## config.mk

```make
export PLATFORM = sky130hd
export DESIGN_NAME = ahbl_arbiter
export DESIGN_NICKNAME = d
export VERILOG_FILES = /design/src/rtl/ahbl_arbiter.sv
export SDC_FILE = /design/constraint.sdc
export NUM_CORES = 1
export LEC_CHECK = 0
export BUFFER_PORTS_ARGS = -buffer_cell sky130_fd_sc_hd__buf_2
export CAP_MARGIN = 20
export CORE_ASPECT_RATIO = 0.5
export CORE_MARGIN = 10
export CORE_UTILIZATION = 50
export DETAILED_ROUTE_END_ITERATION = 8
export PLACE_DENSITY_LB_ADDON = 0.05
export SETUP_SLACK_MARGIN = 0.02
export SLEW_MARGIN = 10
export SYNTH_ARGS = -nofsm -noshare
export SYNTH_HDL_FRONTEND = slang
export SYNTH_SLANG_ARGS = --single-unit
```

## constraint.sdc

```tcl
create_clock -name clk -period 7.3 [get_ports clk]
set_input_delay 0 -clock clk [delete_from_list [all_inputs] [get_ports clk]]
set_output_delay 0 -clock clk [all_outputs]
set_load 0.02 [all_outputs]
```

## src/rtl/ahbl_arbiter.sv

```systemverilog
// AHB-lite N:1 round-robin arbiter with a per-port address-phase buffer,
// HMASTLOCK grant hold and exclusive-access passthrough.
module ahbl_arbiter #(
  parameter int N_PORTS = 2,
  parameter int W_ADDR  = 32,
  parameter int W_DATA  = 32
) (
  input  logic                      clk,
  input  logic                      rst,
  input  logic [N_PORTS-1:0]        src_hready,
  output logic [N_PORTS-1:0]        src_hready_resp,
  output logic [N_PORTS-1:0]        src_hresp,
  input  logic [N_PORTS*W_ADDR-1:0] src_haddr,
  input  logic [N_PORTS-1:0]        src_hwrite,
  input  logic [N_PORTS*2-1:0]      src_htrans,
  input  logic [N_PORTS*3-1:0]      src_hsize,
  input  logic [N_PORTS*3-1:0]      src_hburst,
  input  logic [N_PORTS*4-1:0]      src_hprot,
  input  logic [N_PORTS-1:0]        src_hmastlock,
  input  logic [N_PORTS-1:0]        src_hexcl,
  input  logic [N_PORTS*8-1:0]      src_hmaster,
  input  logic [N_PORTS*W_DATA-1:0] src_hwdata,
  output logic [N_PORTS*W_DATA-1:0] src_hrdata,
  output logic [N_PORTS-1:0]        src_hexokay,
  output logic                      dst_hready,
  input  logic                      dst_hready_resp,
  input  logic                      dst_hresp,
  output logic [W_ADDR-1:0]         dst_haddr,
  output logic                      dst_hwrite,
  output logic [1:0]                dst_htrans,
  output logic [2:0]                dst_hsize,
  output logic [2:0]                dst_hburst,
  output logic [3:0]                dst_hprot,
  output logic                      dst_hmastlock,
  output logic                      dst_hexcl,
  output logic [7:0]                dst_hmaster,
  output logic [W_DATA-1:0]         dst_hwdata,
  input  logic [W_DATA-1:0]         dst_hrdata,
  input  logic                      dst_hexokay
);

  localparam int         W_IDX       = (N_PORTS > 1) ? $clog2(N_PORTS) : 1;
  localparam logic [1:0] HTRANS_IDLE = 2'b00;

  typedef struct packed {
    logic [W_ADDR-1:0] addr;
    logic              write;
    logic [1:0]        trans;
    logic [2:0]        size;
    logic [2:0]        burst;
    logic [3:0]        prot;
    logic              lock;
    logic              excl;
    logic [7:0]        master;
  } req_t;

  req_t               live_req [N_PORTS];
  req_t               eff_req  [N_PORTS];
  req_t               buf_q    [N_PORTS];
  req_t               buf_d    [N_PORTS];
  req_t               sel_req;
  logic [N_PORTS-1:0] live, req, issue_oh;
  logic [N_PORTS-1:0] buf_valid_q, buf_valid_d;
  logic [N_PORTS-1:0] data_grant_q, data_grant_d;
  logic [W_IDX-1:0]   last_grant_q, last_grant_d, grant_idx;
  logic               lock_q, lock_d;
  logic               found, issue;

  function automatic logic [W_IDX-1:0] wrap_add(input logic [W_IDX-1:0] base, input int k);
    int s;
    s = int'(base) + k;
    if (s >= N_PORTS) s = s - N_PORTS;
    return W_IDX'(s);
  endfunction

  // A buffered port is stalled, so its live request and buffer never coexist.
  always_comb begin
    for (int i = 0; i < N_PORTS; i++) begin
      live_req[i] = '{addr:   src_haddr[i*W_ADDR +: W_ADDR],
                      write:  src_hwrite[i],
                      trans:  src_htrans[i*2 +: 2],
                      size:   src_hsize[i*3 +: 3],
                      burst:  src_hburst[i*3 +: 3],
                      prot:   src_hprot[i*4 +: 4],
                      lock:   src_hmastlock[i],
                      excl:   src_hexcl[i],
                      master: src_hmaster[i*8 +: 8]};
      live[i]    = src_hready[i] && (src_htrans[i*2 +: 2] != HTRANS_IDLE);
      req[i]     = buf_valid_q[i] | live[i];
      eff_req[i] = buf_valid_q[i] ? buf_q[i] : live_req[i];
    end
  end

  // Descending scan so the port closest after last_grant wins.
  always_comb begin
    found     = 1'b0;
    grant_idx = last_grant_q;
    if (lock_q) begin
      found = req[last_grant_q];
    end else begin
      for (int k = N_PORTS; k >= 1; k--) begin
        if (req[wrap_add(last_grant_q, k)]) begin
          found     = 1'b1;
          grant_idx = wrap_add(last_grant_q, k);
        end
      end
    end
    issue    = found & dst_hready_resp;
    issue_oh = issue ? (N_PORTS'(1) << grant_idx) : '0;
    sel_req  = eff_req[grant_idx];
  end

  always_comb begin
    buf_valid_d  = buf_valid_q;
    buf_d        = buf_q;
    data_grant_d = data_grant_q;
    last_grant_d = last_grant_q;
    lock_d       = lock_q;
    for (int i = 0; i < N_PORTS; i++) begin
      if (live[i] && !issue_oh[i]) begin
        buf_valid_d[i] = 1'b1;
        buf_d[i]       = live_req[i];
      end else if (issue_oh[i]) begin
        buf_valid_d[i] = 1'b0;
      end
    end
    // An IDLE slot from the locked port drops the lock.
    if (dst_hready_resp) begin
      data_grant_d = issue_oh;
      lock_d       = issue & sel_req.lock;
      if (issue) last_grant_d = grant_idx;
    end
  end

  always_ff @(posedge clk or posedge rst) begin
    if (rst) begin
      buf_valid_q  <= '0;
      data_grant_q <= '0;
      last_grant_q <= W_IDX'(N_PORTS - 1);
      lock_q       <= 1'b0;
      for (int i = 0; i < N_PORTS; i++) buf_q[i] <= '0;
    end else begin
      buf_valid_q  <= buf_valid_d;
      data_grant_q <= data_grant_d;
      last_grant_q <= last_grant_d;
      lock_q       <= lock_d;
      buf_q        <= buf_d;
    end
  end

  assign dst_hready    = dst_hready_resp;
  assign dst_htrans    = issue ? sel_req.trans : HTRANS_IDLE;
  assign dst_haddr     = sel_req.addr;
  assign dst_hwrite    = sel_req.write;
  assign dst_hsize     = sel_req.size;
  assign dst_hburst    = sel_req.burst;
  assign dst_hprot     = sel_req.prot;
  assign dst_hmastlock = sel_req.lock;
  assign dst_hexcl     = sel_req.excl;
  assign dst_hmaster   = sel_req.master;

  always_comb begin
    dst_hwdata = '0;
    for (int i = 0; i < N_PORTS; i++) begin
      if (data_grant_q[i]) dst_hwdata = dst_hwdata | src_hwdata[i*W_DATA +: W_DATA];
    end
  end

  always_comb begin
    for (int i = 0; i < N_PORTS; i++) begin
      if (data_grant_q[i]) src_hready_resp[i] = dst_hready_resp;
      else                 src_hready_resp[i] = !(buf_valid_q[i] | (live[i] & !issue_oh[i]));
    end
  end

  assign src_hresp   = data_grant_q & {N_PORTS{dst_hresp}};
  assign src_hexokay = data_grant_q & {N_PORTS{dst_hexokay}};
  assign src_hrdata  = {N_PORTS{dst_hrdata}};

endmodule

```

## Word-level counts from Yosys, hierarchy flattened

Index checks and enable logic that the tools add are counted.

| storage, ports and cells | value |
|---|---|
| logic and storage cells | 90 |
| register bits | 116 |
| input port bits | 213 |
| output and inout bits | 158 |

| operators by class | value |
|---|---|
| add/sub/neg operators | 4 |
| order comparisons | 6 |
| reduce and logical (&&, ||, !) cells | 13 |
| bitwise logic cells | 12 |
| shift operators | 1 |
| mux-type cells | 31 |

Operators with widths:

| kind | number |
|---|---|
| 55-bit 2-to-1 mux | 5 |
| 32-bit 2-to-1 mux | 2 |
| 32-bit OR | 1 |
| 1-bit 2-to-1 mux | 22 |
| 2-bit nonzero test | 4 |
| 1-bit by 2-bit < comparator with 1-bit output, second input constant | 3 |
| 1-bit bitwise AND | 4 |
| 2-bit bitwise AND | 2 |
| 2-bit greater-or-equal comparator, second input constant | 2 |
| 1-bit logical AND | 4 |
| 1-bit logical NOT | 4 |
| 2-bit 2-to-1 mux | 2 |
| 1-bit OR | 4 |
| 1-bit by 2-bit adder with 3-bit output, second input constant | 1 |
| 3-bit by 2-bit greater-or-equal comparator with 1-bit output, second input constant | 1 |
| 1-bit by 1-bit adder with 2-bit output, second input constant | 1 |
| 1-bit NOT with 2-bit output | 1 |
| 2-bit AND reduction | 1 |
| 1-bit by 1-bit << shifter with 2-bit output, first input constant | 1 |
| 1-bit subtractor, second input constant | 2 |

## Logic depth before layout (Yosys ltp)

Gate-level depths: netlist of run 1.

| depth | value |
|---|---|
| word-level depth | 16 |
| mapped depth | 7 |
| gate-level depth less buffers | 5 |

## Worst setup path before layout of run 1

Ideal clock, no wire load.

| timing path | value |
|---|---|
| path type | reg-to-output |
| from | reg lock_q |
| to | out src_hready_resp[0] |
| arrival | 1.732 ns |
| cell stages (with the launch flop) | 7 |
| path slack | 5.568 ns |
| buffers on the path | 2 |
| required time | 7.300 ns |
| cell sequence | dfrtp_1 -> a21boi_2 -> o31ai_4 -> and2_4 -> buf_12 -> buf_12 -> o31ai_1 |

| on the way | value |
|---|---|
| cells in the longest elaborated chain, start to end | 8 |
| elaborated cells on any way between the ends | 10 |
| classes of those cells | 1 x shift; 4 x mux; 3 x bitwise; 2 x reduce/logical |

RTL lines:

| element | line | source |
|---|---|---|
| from (decl) | 66 | `logic lock_q, lock_d;` |
| from (signal assigned) | 146 | `lock_q <= lock_d;` |
| 1-bit 2-to-1 mux | 98 | `if (lock_q) begin` |
| 1-bit by 1-bit << shifter with 2-bit output / 1-bit bitwise AND (equally long branches) | 109, 108 |  |
| 2-bit 2-to-1 mux * | 109 | `issue_oh = issue ? (N_PORTS'(1) << grant_idx) : '0;` |
| 1-bit logical NOT * | 172 | `else src_hready_resp[i] = !(buf_valid_q[i] \| (live[i] & !issue_oh[i]));` |
| 1-bit bitwise AND * | 172 |  |
| 1-bit OR * | 172 |  |
| 1-bit logical NOT * | 172 |  |
| 1-bit 2-to-1 mux * | 171 | `if (data_grant_q[i]) src_hready_resp[i] = dst_hready_resp;` |
| to (decl) | 11 | `output logic [N_PORTS-1:0] src_hready_resp,` |

Mark *: on every way between the ends. The rest lies on a longest branch, timed or not.

## Worst setup path after layout of run 1

| timing path | value |
|---|---|
| from | reg buf_valid_q[1] |
| to | out dst_hprot[0] |

| on the way | value |
|---|---|
| cells in the longest elaborated chain, start to end | 10 |
| elaborated cells on any way between the ends | 13 |
| classes of those cells | 11 x mux; 2 x bitwise |

RTL lines:

| element | line | source |
|---|---|---|
| from (decl) | 63 | `logic [N_PORTS-1:0] buf_valid_q, buf_valid_d;` |
| from (signal assigned) | 143 | `buf_valid_q <= buf_valid_d;` |
| 1-bit OR | 89 | `req[i] = buf_valid_q[i] \| live[i];` |
| 1-bit 2-to-1 mux (implied by the code) (2 in series) | 102 | `if (req[wrap_add(last_grant_q, k)]) begin` |
| 1-bit 2-to-1 mux (2 in series) | 102 |  |
| 1-bit 2-to-1 mux | 98 |  |
| 1-bit NOT with 2-bit output (implied by the code) | 110 | `sel_req = eff_req[grant_idx];` |
| 55-bit 2-to-1 mux (implied by the code) * (3 in series) | 110 |  |
| to (decl) | 33 | `output logic [3:0] dst_hprot,` |

Mark *: on every way between the ends. The rest lies on a longest branch, timed or not. The select of a mux whose other input is x is not followed.

==> results.toml, run 1 <==
[status]
status = "finished, final reports clean"

[logic_synthesis]
ys_types = 43
yosys_warnings = 0
synth-edff-count = 0
synth_cells = 642
yosysTopAreaCell = "dfrtp_1"
syn_area_mm2 = 0.00737
synth_top_area_share_pct = 39.1
synth_most_common_cell = "dfrtp_1"
ys_top_cells_by_area = "dfrtp_1 39%, mux2_4 10%, mux2_2 8.4%"
synth_common_cells = "115 x dfrtp_1, 71 x buf_4, 57 x mux2i_1, 55 x a21oi_1, 55 x mux2_2"
synth_nets = 855
yosysSeqAreaShare_pct = 39.4
synth_seq_cells = 116
postSynthAreaPerCell_um2 = 11.5
ys_async_sr_fraction_pct = 100
synth_flop_cell = "dfrtp_1"

[critical_path]
critPathSlowestCell = "dfrtp_4"
cp_top_family = "flip-flops"
cp_cell_sequence = "inv_2, a21oi_1, o21a_4, buf_4, a211oi_1, a21oi_1, buf_2"
crit_top_cell = "a21oi_1"
worstPathMaxFanout = 94
crit_buf_inv = 3
end_kind = "output port"
critPathKind = "reg -> out"
start_kind = "flop"
cp.required_ps = 7300
slowest_delay_ps = 1140
cp.arrival_ps = 3520

[sta]
setup-tns-final_ps = 0
worstMarginPinSlew_ps = 1120
fin_crit_sh_pct = 48.3
maxSlewViolCount = 0
rsz0062_at_grt = "no"
min_period_ps = 3520
whs_ps = 0.191
hold_violations = 0
finalSetupViolations = 0
fin_ws_ps = 3780
timing.fmax_mhz = 284
slew_headroom_pct = 25.3
skew_ps = 11.0

[final_layout]
nNetsFinal = 1158
final_core_util_pct = 70.1
drive_gt1_share_pct = 45.4
area_growth_pct = 37.3
antenna_cells = 0

[global_routing]
grt_overflow = 0
grt_pass1_vias = 6493
grt_use_total_pct = 22.7
grt_pass1_wl_um = 36300
antenna_found_initial = 0
grt_max_degree = 112

[clock_tree]
cts_buffer_depth = 2
cts_resized = 0
cts_buffers = 17
clock_sinks = 116
cts_setup_buffers = 0
clkLatencyLatePin_ps = 420
cts_tree = "done"
htreeDepth = 4
cts-root-buf = "clkbuf_16"
ctsHoldBuffers = 119
clkTransAtPathRegs_ps = 50

[drt]
post_drt_wl_per_cell_um = 20.6
first_pass_iters = 4
ant_nets = 0
wl_um = 23900
vias = 6169
vias_per_cell = 5.34
drt_iter0_markers = 274
drc = 0

[floorplanning]
core_area_mm2 = 0.0144
pin_count = 371
die_x_um = 192
dieHeight_um = 106
fp.dieArea_mm2 = 0.0203
initial_utilization_pct = 51.1
rows = 31

[job]
max-cap-violations = 0

[place]
hpwlAfterDp_um = 16800
gp_congestion = 0.859
place_ws_ps = 4230
io_buffers = 274

[worst_hold_path]
hp-class = "in -> out"

[power]
p_leak_nw = 4.73
ir_worst_vdd_uv = 262
power_density_mw_per_mm2 = 449
worst reg2reg max path: stages (launching register included):
cell           delay, ps
dfrtp_4             1140
nor2_4               140
o31ai_4              310
nand3_1              110
dlygate4sd3_1        580
a21bo_2              210
dlygate4sd3_1        550
flip-flops by register name, indices dropped and copies added, names as in the netlist:
name          flops
buf_q           110
buf_valid_q       2
data_grant_q      2
last_grant_q      1
lock_q            1
metrics by stage:
| stage | cell area (µm²) | total power [mW] | cells |
|---|---|---|---|
| finish | 10100 | 4.54 | 1156 |
| global route | 10100 | 4.81 | 1156 |
| CTS | 10000 | 4.52 | 1153 |
| detailed placement | 8200 | 3.53 | 1002 |
| global placement | 8200 | 3.51 | 1002 |
| floorplan | 7370 | 2.90 | 642 |
report_power, final:
part | switching [mW] | internal [mW] | total (mW)
registers | 0.262 | 0.912 | 1.17
logic | 1.39 | 1.06 | 2.45
clock network | 0.305 | 0.613 | 0.918
worst paths after layout:
check	start	endpoint	slack (ps)	depth (start not counted)
max	buf_valid_q[1]	dst_hprot[0]	3780	7
min	dst_hrdata[24]	src_hrdata[24]	0.2	0
max reg2reg	buf_valid_q[1]	buf_q[76]	4140	6
min reg2reg	buf_q[75]	buf_q[75]	490	1
max in group asynchronous	rst	buf_valid_q[1]	5620	4
min in group asynchronous	rst	buf_q[27]	200	3
cell families after synthesis:
family,after synthesis,synth area share [%]
compound gates,169,16.3
buf+inv,121,11.5
flops,116,39.4
mux,165,26.7
simple gates,71,6.05
metal layers:
layer | part of all wire, % | track usage (%) | routed length [µm] | vias to the layer above
met5 | 0.29 | 2.88 | 69 | -
met1 | 41 | 27.0 | 9820 | 2989
li1 | - | - | - | 2899
met4 | 1.2 | 5.32 | 285 | 2
met2 | 49 | 37.9 | 11600 | 253
met3 | 8.8 | 8.39 | 2100 | 26
layout make-up:
| type | count | area [µm²] |
|---|---|---|
| sequential | 116 | 2910 |
| multi-input combinational | 405 | 3620 |
| tap | 198 | 248 |
| timing repair buffer | 399 | 2660 |
| inverter | 6 | 25.0 |
| clock buffer | 19 | 443 |
| clock inverter | 13 | 206 |
| fill | 1093 | 4310 |
cells in the final DEF, fill, tap and decap left out, types with 6 or more instances in the layout:
cell	synthesis	routed
dlygate4sd3_1	0	119
buf_2	18	274
mux2_2	55	55
nor2b_1	52	52
mux2_4	49	49
mux2i_1	57	57
dfrtp_1	115	113
a211oi_1	53	53
o21ai_0	6	6
clkbuf_16	0	17
a21oi_1	55	55
a22o_1	35	35
Power figures use the tool's default switching activity.
==> inputs of run 2 (changes only) <==
- CORE_UTILIZATION: 50 -> 47
- clock period: 7.3 -> 3.3 ns (I/O delays scaled with it)
==> results.toml, run 2 (same netlist as run 1, synthesis figures left out) <==
[place]
io_buffers = 274
hpwlAfterDp_um = 17600
gp_congestion = 0.803
place_area_mm2 = 0.00831

[clock_tree]
cts-root-buf = "clkbuf_16"
cts_setup_buffers = 0
htreeDepth = 4
cts_tree = "done"
clkLatencyLatePin_ps = 410
clkTransAtPathRegs_ps = 60
cts_buffer_depth = 2
cts_buffers = 17
clock_sinks = 116

[final_layout]
seq_area_mm2 = 0.00291
final_core_util_pct = 65.8
largest_register_ffs = 110
design_area_mm2 = 0.0101
mostFrequentLayoutCells = "274 x buf_2, 115 x dlygate4sd3_1, 113 x dfrtp_1, 57 x mux2i_1"
fill_cells = 1233
drive_gt1_share_pct = 46.0
layout_top_registers = "buf_q x110, buf_valid_q x2, data_grant_q x2"
layout_commonest_cell = "buf_2"
nNetsFinal = 1161
antenna_cells = 0
area_growth_pct = 37.3
max_flop_register = "buf_q"
multiInputGateArea_mm2 = 0.00362

[critical_path]
r2r_cells = 5
worstPathMaxFanout = 63
end_kind = "output port"
cp.required_ps = 3300
timing.rr.start = "buf_valid_q[0]"
cp.arrival_ps = 2740
start_kind = "flop"
rrSetupSlack_ps = 890
crit_path_start = "buf_valid_q[0]"
r2r_end = "buf_q[12]"
critPathKind = "reg -> out"

[drt]
drt_iter0_markers = 222
vias_per_cell = 5.28
post_drt_wl_per_cell_um = 21.0
ant_nets = 0
vias = 6148
drc = 0
first_pass_iters = 5
wl_um = 24400

[global_routing]
grt_use_total_pct = 22.0
grt_pass1_vias = 6672
grt_max_degree = 68
grt_overflow = 0
grt_pass1_wl_um = 37400
antenna_found_initial = 0

[floorplanning]
dieHeight_um = 109
die_x_um = 197
pin_count = 371
core_area_mm2 = 0.0154
rows = 32
initial_utilization_pct = 47.9
fp.dieArea_mm2 = 0.0214

[job]
max-cap-violations = 0

[power]
p_total_mw = 9.99
p_seq_share_pct = 25.2
netSwitchingPower_mw = 4.39
p_sw_share_pct = 43.9
pwr-share-clk_pct = 19.3
intPower_mw = 5.60
ir_worst_vdd_uv = 550
p_leak_nw = 4.74
p_comb_share_pct = 55.5
power_density_mw_per_mm2 = 988

[sta]
fin_crit_sh_pct = 83.2
maxSlewViolCount = 0
hold_violations = 0
setup-tns-final_ps = 0
skew_ps = 14.2
rsz0062_at_grt = "no"
min_period_ps = 2740
worstMarginPinSlew_ps = 1030
finalSetupViolations = 0
slew_headroom_pct = 31.3
timing.fmax_mhz = 364

[worst_hold_path]
holdPathStages = 0
worstHoldStart = "dst_hrdata[0]"
hp-class = "in -> out"
worstHoldEndpoint = "src_hrdata[0]"

[status]
status = "finished, final reports clean"
-- run 2: changes by cell type in the layout (fill, tap and decap cells not counted), sizes merged --
cell,change
dlygate4sd3,-4
clkinv,+1
clkinvlp,-2
inv,+3
buf,+7
bufinv,-2
-- run 2: stage by stage --
step                setup slack (ps)  hold slack, ps  cells
finish                           556           0.201   1165
CTS                              497           0.354   1163
global route                     264           0.105   1165
floorplan                        229             113    642
global placement                 944           0.354   1016
detailed placement               874           0.354   1016
-- run 2: layout make-up --
cell class	instances	share of cell area [%]
Sequential cell	116	28.8
Tap cell	204	2.52
Clock buffer	19	4.38
Clock inverter	13	1.72
Inverter	6	0.247
Timing Repair Buffer	402	26.5
Multi-Input combinational cell	405	35.8
-- run 2: worst max-delay path: stages, from the launching register on --
cell	delay, ps
dfrtp_4	770
buf_4	640
inv_1	120
a21oi_1	200
a22oi_1	130
a21o_1	180
o21ai_0	70
buf_2	210
-- run 2: worst max path at each step --
stage / slack [ps] / end
after floorplan: 230 / buf_q[0]
after global placement: 940 / buf_q[24]
after detailed placement: 870 / buf_q[19]
after CTS: 500 / dst_hmastlock
after global routing: 260 / dst_hmastlock
final: 560 / dst_hmastlock
-- run 2: power groups by stage --
stage                     combinational (mW)  clock [mW]  sequential, mW
after floorplan                         4.15           0            2.27
after global routing                    5.96        2.04            2.60
after detailed placement                5.34           0            2.60
final                                   5.55        1.93            2.51
after CTS                               5.48        1.97            2.58
after global placement                  5.31           0            2.56
-- run 2: what timing repair did --
| action | CTS | global route |
|---|---|---|
| resized for setup | 0 | 0 |
| setup endpoints to repair | 0 | 0 |
| hold buffers | 115 | 0 |
| endpoints found under the hold margin | 178 | 0 |
-- run 2: routing by layer --
metal	wire (µm)	track usage, %	share of wire, %
met1	10100	25.6	41
met2	12100	37.7	49
met3	2080	9.05	8.5
met4	186	4.85	0.76
met5	0	0.654	0
==> inputs of run 3 (changes only) <==
- CORE_UTILIZATION: 47 -> 42
- clock period: 3.3 -> 2.5 ns (I/O delays scaled with it)
==> results.toml, run 3 (same netlist as run 1, synthesis figures left out) <==
[clock_tree]
cts_setup_buffers = 0
cts-root-buf = "clkbuf_16"
cts_buffer_depth = 2
clock_sinks = 116
clkLatencyLatePin_ps = 410
htreeDepth = 4
cts_buffers = 17
clkTransAtPathRegs_ps = 60
cts_tree = "done"

[sta]
timing.fmax_mhz = 416
fin_crit_sh_pct = 96.2
min_period_ps = 2400
skew_ps = 8.21
rsz0062_at_grt = "yes"
maxSlewViolCount = 0
hold_violations = 0
worstMarginPinSlew_ps = 827
slew_headroom_pct = 44.9
finalSetupViolations = 0
setup-tns-final_ps = 0

[place]
hpwlAfterDp_um = 17800
gp_congestion = 0.810
io_buffers = 274

[global_routing]
grt_pass1_vias = 6738
antenna_found_initial = 0
grt_overflow = 0
grt_pass1_wl_um = 39800
grt_use_total_pct = 21.3
grt_max_degree = 75

[final_layout]
mostFrequentLayoutCells = "274 x buf_2, 118 x dlygate4sd3_1, 113 x dfrtp_1, 57 x mux2i_1, 55 x mux2_2"
antenna_cells = 0
layout_commonest_cell = "buf_2"
layout_top_registers = "buf_q x110, buf_valid_q x2, data_grant_q x2"
largest_register_ffs = 110
final_core_util_pct = 59.1
fill_cells = 1491
max_flop_register = "buf_q"
nNetsFinal = 1166
drive_gt1_share_pct = 46.2
area_growth_pct = 38.5

[critical_path]
end_kind = "output port"
start_kind = "flop"
timing.rr.start = "last_grant_q"
r2r_cells = 5
crit_path_start = "buf_valid_q[0]"
cp.arrival_ps = 2400
rrSetupSlack_ps = 280
r2r_end = "buf_q[20]"
worstPathMaxFanout = 24
cp.required_ps = 2500
critPathKind = "reg -> out"
endpoint = "dst_hexcl"

[status]
status = "finished, final reports clean"

[drt]
wl_um = 26300
first_pass_iters = 4
post_drt_wl_per_cell_um = 21.9
drt_iter0_markers = 284
met3_length_um = 1770
wirelength_met1_um = 10900
top_layer_used = "met5"
drc = 0
vias_per_cell = 5.15
vias = 6178
ant_nets = 0
dr_wl_met2_um = 13300

[worst_hold_path]
worstHoldStart = "dst_hrdata[23]"
hp-class = "in -> out"

[power]
p_leak_nw = 4.74
ir_worst_vdd_uv = 642
power_density_mw_per_mm2 = 1300

[floorplanning]
dieHeight_um = 114
rows = 34
pin_count = 371
fp.dieArea_mm2 = 0.0236
die_x_um = 207
initial_utilization_pct = 42.7
core_area_mm2 = 0.0173

[job]
max-cap-violations = 0
[run 3: cell count changes in the layout (fill, tap and decap cells not counted), moves of 2 or more]
cell / delta
o21a_4: +2
dlygate4sd3_1: +3
inv_6: -2
clkinvlp_4: +3
buf_4: -3
buf_6: +2
[run 3: layer usage]
metal	vias up	GRT usage (%)
li1	2912	-
met1	3024	24.6
met2	215	37.6
met3	25	7.83
met4	2	3.38
met5	-	1.62
[run 3: how the worst min path moves through the flow]
stage | endpoint | slack, ps | depth (start not counted)
after floorplan | dst_hready | 110 | 1
after global placement | src_hrdata[14] | 0.2 | 0
after detailed placement | src_hrdata[14] | 0.2 | 0
after CTS | src_hrdata[14] | 0.2 | 0
after global routing | src_hrdata[15] | 0.03 | 0
final | src_hrdata[23] | 0.01 | 0
[run 3: metrics by stage]
stage               hold WS [ps]  power [mW]  setup WS [ps]  cell area, µm²  std cells
CTS                        0.200        13.4           22.6           10200       1199
global placement           0.200        10.4            283            8350       1047
floorplan                    113        8.47            768            7370        642
detailed placement         0.200        10.5            275            8350       1047
finish                    0.0101        13.3           95.9           10200       1200
global route              0.0280        14.2          -9.92           10200       1200
[run 3: area by class of cell]
| cell class | count | area, µm² | share of cell area [%] |
|---|---|---|---|
| Tap cell | 234 | 293 | 2.87 |
| Clock buffer | 18 | 439 | 4.31 |
| Clock inverter | 14 | 155 | 1.52 |
| Multi-Input combinational cell | 408 | 3660 | 35.9 |
| Timing Repair Buffer | 404 | 2710 | 26.5 |
| Inverter | 6 | 26.3 | 0.258 |
| Sequential cell | 116 | 2920 | 28.6 |
[run 3: power breakdown]
| part | switching [mW] | internal (mW) |
|---|---|---|
| combinational | 4.48 | 3.13 |
| clock | 0.943 | 1.50 |
| sequential | 0.576 | 2.67 |
[run 3: repair_timing]
item,CTS,global route
setup endpoints to repair,53,45
cloned,2,1
hold endpoints to repair,134,0
hold buffers,118,0
pin swaps,1,0
gates resized for setup,7,5
[run 3: critical path: stages, from the launching register on]
cell and delay [ps]:
dfrtp_4 490, o211ai_2 450, o21a_2 680, a21oi_1 140
buf_2 200
